--- src/rtl/sw_debounce_pkg.sv ---
// Board-level constants shared by the switch conditioning path and its users.
// Latency: n/a (constants and a compile-time helper only).
// Backpressure: n/a.
package sw_debounce_pkg;

  // Board clock and the debounce window it is measured against.
  localparam int CLK_HZ      = 100_000_000;
  localparam int DEBOUNCE_MS = 10;

  // Slide switch assignments as seen by the switch-decode stage.
  localparam int SW_GO      = 0;
  localparam int SW_RST     = 1;
  localparam int SW_SPEED   = 2;
  localparam int SW_DOP_LO  = 3;
  localparam int SW_DOP_HI  = 5;
  localparam int SW_ADDR_LO = 6;
  localparam int SW_ADDR_HI = 15;

  // Converts a millisecond window into board clock cycles.
  function automatic int ms_to_cycles(input int clk_hz, input int ms);
    return (clk_hz / 1000) * ms;
  endfunction

endpackage

--- src/rtl/debounce_bit.sv ---
// One switch bit: 2-flop synchronizer, stable-time filter, registered rise/fall pulses.
// Latency: a change held stable is accepted STABLE_CYCLES+2 edges after it is first sampled.
// Backpressure: none; free-running, the input is sampled every cycle.
module debounce_bit
  import sw_debounce_pkg::*;
#(
  parameter int STABLE_CYCLES = 8,
  parameter int CNT_W         = 4
) (
  input  logic clk,
  input  logic rst_n,
  input  logic raw,
  output logic clean,
  output logic rise,
  output logic fall
);

  // Count value on which a persistent difference is finally accepted.
  localparam logic [CNT_W-1:0] LAST = CNT_W'(STABLE_CYCLES - 1);

  logic             sync1;
  logic             sync2;
  logic [CNT_W-1:0] cnt;

  // Synchronize, then accept sync2 only after it has differed from clean long enough.
  always_ff @(posedge clk) begin
    if (!rst_n) begin
      sync1 <= 1'b0;
      sync2 <= 1'b0;
      cnt   <= '0;
      clean <= 1'b0;
      rise  <= 1'b0;
      fall  <= 1'b0;
    end else begin
      sync1 <= raw;
      sync2 <= sync1;
      rise  <= 1'b0;
      fall  <= 1'b0;
      if (sync2 == clean) begin
        // Any bounce back to the accepted level restarts the window.
        cnt <= '0;
      end else if (cnt == LAST) begin
        clean <= sync2;
        cnt   <= '0;
        rise  <= sync2;
        fall  <= ~sync2;
      end else begin
        cnt <= cnt + 1'b1;
      end
    end
  end

endmodule

--- src/rtl/sw_debounce.sv ---
// Debounces the board slide switches into clean levels plus one-cycle rise/fall pulses.
// Latency: STABLE_CYCLES+2 edges from a stable raw change to sw_clean and its pulse.
// Backpressure: none; outputs are levels and single-cycle pulses, never stalled.
module sw_debounce
  import sw_debounce_pkg::*;
#(
  parameter int WIDTH         = 16,
  parameter int STABLE_CYCLES = ms_to_cycles(CLK_HZ, DEBOUNCE_MS),
  parameter int CNT_W         = 20
) (
  input  logic             clk,
  input  logic             rst_n,
  input  logic [WIDTH-1:0] sw_raw,
  output logic [WIDTH-1:0] sw_clean,
  output logic [WIDTH-1:0] sw_rise,
  output logic [WIDTH-1:0] sw_fall,
  output logic             sw_changed
);

  // Bits are fully independent; each gets its own synchronizer and filter.
  for (genvar i = 0; i < WIDTH; i++) begin : g_bit
    debounce_bit #(
      .STABLE_CYCLES(STABLE_CYCLES),
      .CNT_W        (CNT_W)
    ) u_bit (
      .clk  (clk),
      .rst_n(rst_n),
      .raw  (sw_raw[i]),
      .clean(sw_clean[i]),
      .rise (sw_rise[i]),
      .fall (sw_fall[i])
    );
  end

  // Pulses are registered, so this OR lines up with them in the same cycle.
  assign sw_changed = |(sw_rise | sw_fall);

endmodule

--- config.mk ---
export PLATFORM = sky130hd
export DESIGN_NAME = sw_debounce
export DESIGN_NICKNAME = d
export VERILOG_FILES = /design/src/rtl/sw_debounce_pkg.sv /design/src/rtl/debounce_bit.sv /design/src/rtl/sw_debounce.sv
export SDC_FILE = /design/constraint.sdc
export NUM_CORES = 1
export LEC_CHECK = 0
export BUFFER_PORTS_ARGS = -buffer_cell sky130_fd_sc_hd__buf_2
export CELL_PAD_IN_SITES_DETAIL_PLACEMENT = 1
export CELL_PAD_IN_SITES_GLOBAL_PLACEMENT = 2
export CORE_UTILIZATION = 39
export DETAILED_ROUTE_END_ITERATION = 8
export PLACE_DENSITY_LB_ADDON = 0.1
export SYNTH_ARGS = -nofsm -noshare
export SYNTH_HDL_FRONTEND = slang
export SYNTH_SLANG_ARGS = --single-unit
--- constraint.sdc ---
create_clock -name clk -period 2.9 [get_ports clk]
set_input_delay 0.145 -clock clk [delete_from_list [all_inputs] [get_ports clk]]
set_output_delay 0.145 -clock clk [all_outputs]
set_load 0.01 [all_outputs]
==> run summary <==
drt pass-1 iters: 4
main combinational cell family by area after synthesis: simple AND/OR/NAND/NOR gates
CTS Sinks: 400
DR WL/cell: 15.52 um
Hold Path Class: input pin to flip-flop
hold_buf cts: 18
max_slew headroom: 60.03%
Worst-Margin Slew: 0.5911 ns
setup TNS: 0 ns
die area: 45830 um2
Max-Cap Viols: 0
first-pass GRT wire length: 70750 um
synth unique cells: 48
routed wire length: 41370 um
Synth async-reset ratio: 0%
port bufs: 66
Mapped Nets: 2040
DRT iter0 DRCs: 558
Nets: 2073
Core Footprint: 44320 um2
post-synthesis xor/xnor area fraction: 9.937%
Top FF cell, synth: dfxtp_1
final hold vios: 0
Remaining DRCs: 0
r2r setup slk: 0.57 ns
Setup violations, final: 0
Worst Skew: 0.02272 ns
Post-synth EDFFs: 0
RePlAce Congestion: 0.7300
clock transition at the registers of the reported paths: 0.05 ns
status: finished, final reports clean
CTS Root Cell: clkbuf_16
YS warnings: 0
Crit Path Class: flip-flop to output port
GRT Overall Usage: 18.21%
Clock Latency Late Sink: 0.57 ns
Startpoint Class: flip-flop
gr ovfl total: 0
initial antenna violation count: 0
Crit path arrival time: 2.35 ns
adder-cell share of the synthesized area: 1.141%
WHS: 0.3270 ns
Synth Area in Simple Gates: 29.64%
CP required: 2.76 ns
layout cells sized above 1: 9.165%
total CTS buffers: 46
syn avg cell area: 8.744 um2
DP HPWL: 28980 um
Area growth syn-to-layout: 13.33%
Avg Vias per Cell: 5.285
crit-path max FO: 2
vias in the first global route: 14317
min setup slack post-route: 0.4054 ns
Die H: 214.1 um
dpl cell area: 18120 um2
Cell Rows: 77
pins over their slew limit: 0
CTS tree: yes
Compound-Gate Fraction of Synth Area: 8.332%
initial core utilization: 39.58%
maximum number of pins on one net before global-route repair: 29
I/O pin total: 67
Fmax: 0.4009 GHz
post-place setup slack: 0.5348 ns
Chip Width: 214.1 um
Yosys reg bits: 400
power density cells: 587.9 nW/um2
unrepaired setup endpoints after global routing: false
Worst setup EP type: output port
detailed-route via count: 14089
post-route cell area: 19880 um2
CTS resizes: 0
sequential area share after synthesis: 45.65%
peak supply drop: 0.0004293 V
cell taking the most area after synthesis: dfxtp_1
Clock Tree Buf Depth: 3
Routed Antenna Nets: 0
postcts setup bufs: 0
Syn Std Cell Area: 17540 um2
Post-Syn Instances: 2006
fin crit share: 86.02%
Max H-tree Level: 2
post-synthesis mux area share: 0.05707%
main area contributors after synthesis: dfxtp_1 46%, xor2_1 5.7%, nor2_1 5.2%, xnor2_1 4.2%, a21oi_1 3.4%
Lkg Pwr: 6.309 nW
Synth top area share: 45.65%
Tmin final: 2.495 ns
synthesized netlist by cell type (all sizes together) (4+ instances only):
cell type and number:
buf 65, nand3 114, a21oi 119, o21bai 5, nand2 109, or4b 4, and2 52, nand4 85
nand2b 4, or4 70, o21ai 72, and3 35, nor4b 30, nor2 242, or2 9, nor4 40
xor2 114, o31ai 47, dfxtp 400, nor3 29, clkbuf 57, o211ai 9, inv 66, or3 73
ha 16, nor3b 5, xnor2 85, and4 36
logic make-up (layout without fill, tap and decap cells):
kind of cell	count (synthesis)	in the layout
adders and majority gates	16	16
muxes	1	1
AOI/OAI and AO/OA	256	256
DFF	400	400
and+or+nand+nor	946	946
other	0	1
buffers and inverters	188	255
xor gates and xnor gates	199	199
report_power, final:
group          internal [mW]  switching [mW]
Combinational         0.0580          0.0897
Sequential              5.52          0.0182
Clock                   3.68            2.32
routing by layer:
metal	routed length (um)	vias up	part of all wire, %	global-route usage, %
met4	864	0	2.1	5.548
met5	0	-	0	0
met3	1392	56	3.4	3.305
met1	19610	6764	47	23.20
met2	19510	114	47	31.17
li1	-	7155	-	-
worst paths after layout:
kind / start / end / cells past startpoint
setup reg to reg: g_bit[7].u_bit.cnt[0] / g_bit[7].u_bit.cnt[0] / 6
setup / recovery: g_bit[10].u_bit.rise / sw_changed / 4
hold / removal: sw_raw[5] / g_bit[5].u_bit.sync1 / 3
hold reg to reg: g_bit[15].u_bit.sync1 / g_bit[15].u_bit.sync2 / 1
placed cells by master, fill, tap and decap left out, types with 9 or more instances in the layout:
cell | synthesis | layout
and2_1 | 51 | 51
o211ai_1 | 9 | 9
inv_1 | 66 | 66
nand4_1 | 84 | 84
or4_1 | 68 | 68
xnor2_1 | 85 | 85
clkinv_2 | 0 | 11
o21ai_0 | 71 | 71
dlygate4sd3_1 | 0 | 18
or2_2 | 9 | 9
buf_4 | 51 | 23
nor2_1 | 242 | 242
a21oi_1 | 119 | 119
and4_1 | 36 | 36
xor2_1 | 114 | 114
dfxtp_1 | 400 | 400
nor3_1 | 29 | 29
nor4_1 | 40 | 40
nand3_1 | 109 | 109
o31ai_1 | 47 | 47
nor4b_1 | 30 | 30
buf_2 | 11 | 66
clkbuf_8 | 0 | 11
and3_1 | 35 | 35
clkbuf_16 | 0 | 47
or3_1 | 73 | 73
nand2_1 | 109 | 109
ha_1 | 16 | 16
critical path: stages, from the launching register on:
cell	delay, ns
dfxtp_1	0.40
nor4_1	0.46
nand4_1	0.38
or2_2	0.40
buf_2	0.14
flip-flops by register name (all words and copies together) (netlist names):
| name | flops |
|---|---|
| g_bit.u_bit.clean | 16 |
| g_bit.u_bit.cnt | 320 |
| g_bit.u_bit.fall | 16 |
| g_bit.u_bit.rise | 16 |
| g_bit.u_bit.sync1 | 16 |
| g_bit.u_bit.sync2 | 16 |
per-stage QoR:
stage	util, %	std cells	total power, mW
after floorplan	-	2006	5.734
after global placement	40.89	2565	5.792
after detailed placement	40.89	2565	5.795
after CTS	44.85	2665	11.92
after global routing	44.85	2665	12.16
final	44.86	2666	11.69
final cells by class:
cell class,instances,area [um2]
fillers,5123,24440
multi-input cells,1418,8621
flip-flops and latches,400,8008
clock buffers,63,1346
well taps,592,740.7
repair buffers,107,683.2
inverters,66,247.7
clock inverters,19,230.2
diodes,1,2.502
Note: power is estimated with default switching activity, not from simulation.
